File: src/rtl/instruction_load_sequencer_pkg.sv
// Shared types and defaults for the instruction load sequencer.
package rv32i_load_pkg;

  // Load controller states.
  typedef enum logic [2:0] {
    IDLE,
    ACCEPT,
    WRITE,
    RELEASE,
    DONE,
    ERROR
  } load_state_t;

  // Default number of cycles a single write may wait for its acknowledge.
  localparam int unsigned DEFAULT_TIMEOUT_CYCLES = 16;

endpackage

File: src/rtl/instruction_load_sequencer_timeout.sv
// Per-word write-acknowledge timeout counter.
// Counts cycles while enabled; expired is high once the count reaches TIMEOUT_CYCLES-1.
module load_timeout_counter
  import rv32i_load_pkg::*;
#(
  parameter int unsigned TIMEOUT_CYCLES = DEFAULT_TIMEOUT_CYCLES,
  localparam int unsigned CNT_W = (TIMEOUT_CYCLES > 1) ? $clog2(TIMEOUT_CYCLES) : 1
) (
  input  logic i_clk,
  input  logic i_rst,
  input  logic i_clear,
  input  logic i_enable,
  output logic o_expired
);

  logic [CNT_W-1:0] count_q;
  logic [CNT_W-1:0] count_d;

  assign o_expired = (count_q == CNT_W'(TIMEOUT_CYCLES - 1));

  // Clear wins over enable; the count saturates at the expiry value.
  always_comb begin
    count_d = count_q;
    if (i_clear) begin
      count_d = '0;
    end else if (i_enable && !o_expired) begin
      count_d = count_q + CNT_W'(1);
    end
  end

  // Count register.
  always_ff @(posedge i_clk) begin
    if (i_rst) begin
      count_q <= '0;
    end else begin
      count_q <= count_d;
    end
  end

endmodule

File: src/rtl/instruction_load_sequencer.sv
// Loads a program image into the fetch stage's instruction memory.
// Words arrive on a valid/ready source and are written one at a time; the
// fetch stage is held in reset until a load completes successfully.
module instruction_load_sequencer
  import rv32i_load_pkg::*;
#(
  parameter int unsigned ADDR_W         = 32,
  parameter int unsigned DATA_W         = 32,
  parameter int unsigned COUNT_W        = 9,
  parameter int unsigned ADDR_STEP      = 1,
  parameter int unsigned TIMEOUT_CYCLES = DEFAULT_TIMEOUT_CYCLES
) (
  input  logic              i_clk,
  input  logic              i_rst,
  input  logic              i_start,
  input  logic [ADDR_W-1:0] i_base_addr,
  input  logic [COUNT_W-1:0] i_word_count,
  input  logic              i_src_valid,
  input  logic [DATA_W-1:0] i_src_data,
  output logic              o_src_ready,
  output logic              o_fetch_rst,
  output logic              o_instruction_wr_en,
  output logic [ADDR_W-1:0] o_instruction_wr_addr,
  output logic [DATA_W-1:0] o_instruction_wr_data,
  input  logic              i_instruction_wr_valid,
  output logic              o_busy,
  output logic              o_done,
  output logic              o_error
);

  load_state_t        state_q, state_d;
  logic [ADDR_W-1:0]  addr_q, addr_d;
  logic [COUNT_W-1:0] remaining_q, remaining_d;
  logic               src_ready_q, src_ready_d;
  logic               fetch_rst_q, fetch_rst_d;
  logic               wr_en_q, wr_en_d;
  logic [ADDR_W-1:0]  wr_addr_q, wr_addr_d;
  logic [DATA_W-1:0]  wr_data_q, wr_data_d;
  logic               busy_q, busy_d;
  logic               done_q, done_d;
  logic               error_q, error_d;

  logic timer_clear;
  logic timer_enable;
  logic timer_expired;

  load_timeout_counter #(
    .TIMEOUT_CYCLES(TIMEOUT_CYCLES)
  ) u_timeout (
    .i_clk    (i_clk),
    .i_rst    (i_rst),
    .i_clear  (timer_clear),
    .i_enable (timer_enable),
    .o_expired(timer_expired)
  );

  assign o_src_ready           = src_ready_q;
  assign o_fetch_rst           = fetch_rst_q;
  assign o_instruction_wr_en   = wr_en_q;
  assign o_instruction_wr_addr = wr_addr_q;
  assign o_instruction_wr_data = wr_data_q;
  assign o_busy                = busy_q;
  assign o_done                = done_q;
  assign o_error               = error_q;

  // Next-state and registered-output logic; every output is computed one cycle ahead.
  always_comb begin
    state_d      = state_q;
    addr_d       = addr_q;
    remaining_d  = remaining_q;
    src_ready_d  = src_ready_q;
    fetch_rst_d  = fetch_rst_q;
    wr_en_d      = wr_en_q;
    wr_addr_d    = wr_addr_q;
    wr_data_d    = wr_data_q;
    busy_d       = busy_q;
    done_d       = 1'b0;
    error_d      = error_q;
    timer_clear  = (state_q != WRITE);
    timer_enable = 1'b0;

    case (state_q)
      IDLE, DONE, ERROR: begin
        if (i_start) begin
          addr_d      = i_base_addr;
          remaining_d = i_word_count;
          error_d     = 1'b0;
          fetch_rst_d = 1'b1;
          busy_d      = 1'b1;
          if (i_word_count == '0) begin
            state_d = RELEASE;
          end else begin
            state_d     = ACCEPT;
            src_ready_d = 1'b1;
          end
        end
      end

      ACCEPT: begin
        if (i_src_valid && src_ready_q) begin
          wr_data_d   = i_src_data;
          wr_addr_d   = addr_q;
          wr_en_d     = 1'b1;
          src_ready_d = 1'b0;
          state_d     = WRITE;
        end
      end

      WRITE: begin
        if (i_instruction_wr_valid) begin
          wr_en_d     = 1'b0;
          remaining_d = remaining_q - COUNT_W'(1);
          addr_d      = addr_q + ADDR_W'(ADDR_STEP);
          if (remaining_q == COUNT_W'(1)) begin
            state_d = RELEASE;
          end else begin
            state_d     = ACCEPT;
            src_ready_d = 1'b1;
          end
        end else if (timer_expired) begin
          state_d = ERROR;
          wr_en_d = 1'b0;
          error_d = 1'b1;
          busy_d  = 1'b0;
        end else begin
          timer_enable = 1'b1;
        end
      end

      RELEASE: begin
        fetch_rst_d = 1'b0;
        done_d      = 1'b1;
        busy_d      = 1'b0;
        state_d     = DONE;
      end

      default: begin
        state_d = IDLE;
      end
    endcase
  end

  // State and output registers with synchronous reset.
  always_ff @(posedge i_clk) begin
    if (i_rst) begin
      state_q     <= IDLE;
      addr_q      <= '0;
      remaining_q <= '0;
      src_ready_q <= 1'b0;
      fetch_rst_q <= 1'b1;
      wr_en_q     <= 1'b0;
      wr_addr_q   <= '0;
      wr_data_q   <= '0;
      busy_q      <= 1'b0;
      done_q      <= 1'b0;
      error_q     <= 1'b0;
    end else begin
      state_q     <= state_d;
      addr_q      <= addr_d;
      remaining_q <= remaining_d;
      src_ready_q <= src_ready_d;
      fetch_rst_q <= fetch_rst_d;
      wr_en_q     <= wr_en_d;
      wr_addr_q   <= wr_addr_d;
      wr_data_q   <= wr_data_d;
      busy_q      <= busy_d;
      done_q      <= done_d;
      error_q     <= error_d;
    end
  end

endmodule

File: config.mk
export PLATFORM = sky130hd
export DESIGN_NAME = instruction_load_sequencer
export DESIGN_NICKNAME = d
export VERILOG_FILES = /design/src/rtl/instruction_load_sequencer_pkg.sv /design/src/rtl/instruction_load_sequencer_timeout.sv /design/src/rtl/instruction_load_sequencer.sv
export SDC_FILE = /design/constraint.sdc
export NUM_CORES = 1
export LEC_CHECK = 0
export CORE_AREA = 2 2 108 110
export CTS_CLUSTER_SIZE = 20
export DETAILED_ROUTE_END_ITERATION = 10
export DIE_AREA = 0 0 110 112
export DONT_BUFFER_PORTS = 1
export GPL_ROUTABILITY_DRIVEN = 0
export GPL_TIMING_DRIVEN = 0
export HOLD_SLACK_MARGIN = 0.08
export PLACE_DENSITY = 0.66
export SLEW_MARGIN = 20
export SYNTH_ARGS = -nofsm -noshare
export SYNTH_HDL_FRONTEND = slang
export SYNTH_SLANG_ARGS = --single-unit
File: constraint.sdc
create_clock -name i_clk -period 5.2 [get_ports i_clk]
set_clock_uncertainty 0.2 [all_clocks]
set_input_delay 1.04 -clock i_clk [delete_from_list [all_inputs] [get_ports i_clk]]
set_output_delay 1.04 -clock i_clk [all_outputs]
set_load 0.02 [all_outputs]
After elaboration in Yosys (flattened, before gate mapping) --
Cells that the tools add are included.
Storage, ports and cells: flip-flop bits (word level) 118, input bits 78, output and inout port bits 70
Operators by class: $add $sub $neg 3, equality and inequality tests 16, mux-type cells 35, reductions and logical operators 20
Operator list (number):
- 2-to-1 mux 32 bit | 2
- one-hot mux 32 bit (2 select lines) | 1
- adder 32 x 1 -> 32 bit (second input constant) | 1
- 2-to-1 mux 9 bit | 2
- one-hot mux 9 bit (2 select lines) | 1
- 2-to-1 mux 1 bit | 17
- 2-to-1 mux 3 bit | 4
- inequality test 2 bit (second input constant) | 6
- one-hot mux 3 bit (4 select lines) | 1
- == test 9 x 1 -> 1 bit (second input constant) | 1
- logical NOT 9 bit | 1
- AND reduction 3 bit | 3
- subtractor 9 x 1 -> 9 bit (second input constant) | 1
- AND reduction 4 bit | 2
- == test 3 x 2 -> 1 bit (second input constant) | 2
- == test 3 bit (second input constant) | 2
- inequality test 3 x 2 -> 1 bit (second input constant) | 2
- one-hot mux 1 bit (2 select lines) | 3
- one-hot mux 1 bit (3 select lines) | 2
- AND reduction 6 bit | 1
- nonzero test 2 bit | 3
- nonzero test 3 bit | 2
- adder 4 x 1 -> 4 bit (second input constant) | 1
- == test 4 bit (second input constant) | 1
- other kinds (9) | 12

Logic depth before layout (Yosys ltp) --
Gate-level depths: netlist of the first run.
word-level depth 5, gate-level depth with buffers 9, depth with buffers taken out 6

Hierarchy --
From an unflattened synthesis of the first run, not the netlist that was laid out.
Unflattened totals: cells, all modules 709, area total of the unflattened synthesis 5525.3 um2
Modules (own cells, without submodules):
- instruction_load_sequencer | times used 1, cells each 687, area an instance 5313.8 um2, seq. area each 2282.2 um2
- load_timeout_counter | times used 1, cells each 22, area an instance 211.5 um2, seq. area each 80.1 um2

Least setup slack after synthesis of the first run --
No wires, ideal clock.
path type input-to-reg, start input i_rst, end register addr_q[22], library setup time 0.122 ns, data arrival time 2.261 ns, setup slack 2.617 ns, cell stages on the path 6, path buffers 2, cells stage by stage clkbuf_1 > clkinv_1 > nand2_1 > clkbuf_1 > nor4_1 > a311o_1
RTL lines:
- from (decl) | RTL line instruction_load_sequencer.sv:14 | input logic i_rst,
- to (signal assigned) | RTL line instruction_load_sequencer.sv:159 | addr_q <= addr_d;
- to (decl) | RTL line instruction_load_sequencer.sv:32 | logic [ADDR_W-1:0] addr_q, addr_d;

==> run metrics, run 1 <==
status complete, no violations; unrepaired setup endpoints after global routing no; CP Capture Type flip-flop; Least-Margin Pin Slew 0.8546 ns; EDFF count, synth 0; CP Data Arrival Time about 3.0 ns; Core Rows 39; Post-CTS Resized 0; wire per inst roughly 19 µm; Final nets 815; Worst Setup SP i_rst; Root Driver clkbuf_16; via count 5,429; switching power 670.0 µW; clk sinks 118; maximum number of pins on one net before global-route repair 17; clock buffer depth 2; Lkg Pwr 0.002108 µW; filler cell count 1,054; Synth area leaders dfxtp_1 43%, nand2_1 12%, a21oi_1 9.3%, nor2_1 2.8%, o21ai_0 2.7%; Synth-to-Final Area Change 14.33%; pwr dens 402.9 mW/mm²; Synth Area per Inst 7.646 µm²; Post-Syn Nets 796; Antenna diodes 0; multi-input logic area 0.002814 mm²; drt total wl 17.26 mm; CTS hold repair buffers 0; Die Wd ~110 µm; Max stage delay on crit path 0.50 ns; Mapped Area between 0.005 and 0.006 mm²; Tcrit/Tclk final between 50% and 60%; hold endpoint u_timeout.count_q[1]; clk_lat worst skew 0.42 ns; Net Sw Frac a little over a quarter; met2 wire len slightly above 8 mm; Die Ht 112 µm; Setup crit start kind primary input; top cell type's share of synthesized area between 40 and 50%; max_cap viols 0; RR Endpoint remaining_q[4]; global-route wire length before repair 26.56 mm; Metal-1 WL 6.576 mm; CP max FO 10; Worst R2R Setup Slack 2.50 ns; Power Total 2514 µW; via count of the first global-routing pass 5,074; dominant cell by count in the synthesized netlist nand2_1; H-tree depth 4; HPWL Detailed 12.53 mm; Synth Register Bits ~120; Ports 148; TritonCTS Buffers 17; Worst R2R Path Depth 7; Hold WC Path Type flip-flop to flip-flop; CP Cell Sequence clkbuf_1, clkinv_1, nand2_1, clkbuf_1, nor4_1, a311o_1; Cell Int Power 1844 µW; TNS Setup 0 ns; initial core utilization 48.85%; IO buf count 0; Iter 0 DRT Violations 379; max-slew violation count 0; GR Overflow Total 0; most area-hungry cell type in the Yosys netlist dfxtp_1; Netlist cell types 64; Core Region ~0.011 mm²; Top FF cell, synth dfxtp_1; initial antenna violation count 0; YS warnings 0; register area share after synthesis between 40% and 50%; r2r startpoint state_q[1]; Max IR drop VDD 0.0002086 V; relative slew slack roughly 43%; register area 0.002362 mm²; DIE AREA 0.01232 mm²; All-Layer GR Usage approximately 28%; Sequential Power Share between 40% and 50%; FFs w/ async S/R, synth 0%; family with the most delay on the worst path buffers and inverters; Core Util, Final a little under three fifths; cell count after synthesis approximately 700; Fmax achieved 0.3417 GHz; WL met3 1.885 mm; Clock Power Share a little under half; final number of setup-violating endpoints 0; CP Data Required Time 5.30 ns; crit path buf inv count 3; min cycle time layout 2.926 ns; top sig layer met4; synth cell count leaders 170 x nand2_1, 118 x dfxtp_1, 101 x a21oi_1; layout cell share with drive strength beyond 1 8.311%; clock slew seen by the registers of the worst setup and hold paths 0.05 ns; Avg Vias per Cell 6.107; critical hold path startpoint u_timeout.count_q[1]; drt pass-1 iters 5; final hold violations 0; crit path kind primary input to flip-flop; buffers inserted by post-CTS timing repair 0; CTS tree done; hold depth 2; slowest CP cell clkbuf_1; # DRC 0; Crit path top cell by count clkbuf_1; ANT nets after route 0; Comb pwr share 11.8%
power groups by stage:
stage | clock, µW | sequential (µW) | combinational, µW
3_5_place_dp | 0 | 1050 | 288
3_3_place_gp | 0 | 1040 | 279
5_1_grt | 1230 | 1040 | 327
2_1_floorplan | 0 | 1030 | 213
6_report | 1190 | 1030 | 296
4_1_cts | 1200 | 1030 | 290
cell families after synthesis:
| group | synth area share, % |
|---|---|
| AND/OR/NAND/NOR | 28.58 |
| AO/OA/AOI/OAI | 20.77 |
| flip-flops | 43.27 |
| buffers and inverters | 5.180 |
| multiplexers | 0.9626 |
| adder cells (fa/ha/maj) | 0.9168 |
| XOR/XNOR | 0.3209 |
worst register-to-register path, cell delays in order, from the launching register on:
cell and delay (ns):
dfxtp_1 0.38, clkbuf_1 0.36, nor2b_1 0.18, a21oi_1 0.32
buf_2 0.29, clkbuf_1 0.53, o21ai_0 0.21, a21oi_1 0.15
worst max path at each step:
stage	end	slack, ns	depth (start not counted)
final	addr_q[22]	2.27	6
after floorplan	addr_q[22]	2.62	6
after detailed placement	addr_q[22]	1.90	6
after global routing	addr_q[22]	2.19	6
after global placement	addr_q[22]	1.92	6
after CTS	addr_q[22]	2.34	6
flip-flops by register name, summed over array words and instances (netlist names), 3 cells and up:
signal / count
addr_q: 32
o_instruction_wr_addr: 32
o_instruction_wr_data: 32
remaining_q: 9
u_timeout.count_q: 4
state_q: 3
layout by cell type, fill, tap and decap left out, types with 17 or more instances in the layout:
master / synthesis / layout
a21oi_1: 101 / 101
nand3_1: 18 / 18
o21ai_0: 29 / 29
nand2_1: 170 / 170
dfxtp_1: 118 / 118
clkbuf_1: 29 / 33
nor2_1: 41 / 41
clkbuf_16: 0 / 17
buf_2: 18 / 18
nand4_1: 20 / 20
routing by layer:
metal | up-vias | track usage (%)
li1 | 2580 | -
met4 | 0 | 12.49
met1 | 2518 | 35.03
met3 | 52 | 9.016
met5 | - | 0
met2 | 279 | 45.15
stage by stage:
stage / setup slack [ns] / std cells / hold slack (ns) / cell area, µm²
2_1_floorplan: 2.617 / 714 / 0.2451 / 5459
4_1_cts: 2.338 / 889 / 0.2855 / 6241
5_1_grt: 2.188 / 889 / 0.3194 / 6241
6_report: 2.274 / 889 / 0.2817 / 6241
3_3_place_gp: 1.922 / 857 / 0.2677 / 5638
3_5_place_dp: 1.901 / 857 / 0.2777 / 5638
layout make-up:
cell class                 count  share of cell area (%)
buffer                        59                   3.990
tap                          143                   2.867
multi-input combinational    528                   45.09
inverter                       9                  0.5413
sequential                   118                   37.85
clock buffer                  24                   7.719
clock inverter                 8                   1.945
Power figures use the tool's default switching activity.
==> run 2, diff against run 1 <==
- clock period: 5.2 -> 2.97 ns (I/O delays scaled with it)
==> results of run 2 <==
Same layout as run 1 (identical final DEF). Status: complete, no violations.
Main changes from that run: setup slack after placement 1.901 ns -> 0.1169 ns; setup slack after layout 2.274 ns -> 0.2747 ns; hold slack 0.2817 ns -> 0.1052 ns; start point of the critical path i_rst -> state_q[1]; end point of the critical path addr_q[22] -> remaining_q[4]; register-to-register setup slack 2.50 ns -> 0.27 ns; end point of the worst hold path u_timeout.count_q[1] -> o_instruction_wr_data[31]; total power 2514 µW -> 4402 µW; worst IR drop on VDD 0.0002086 V -> 0.0003652 V
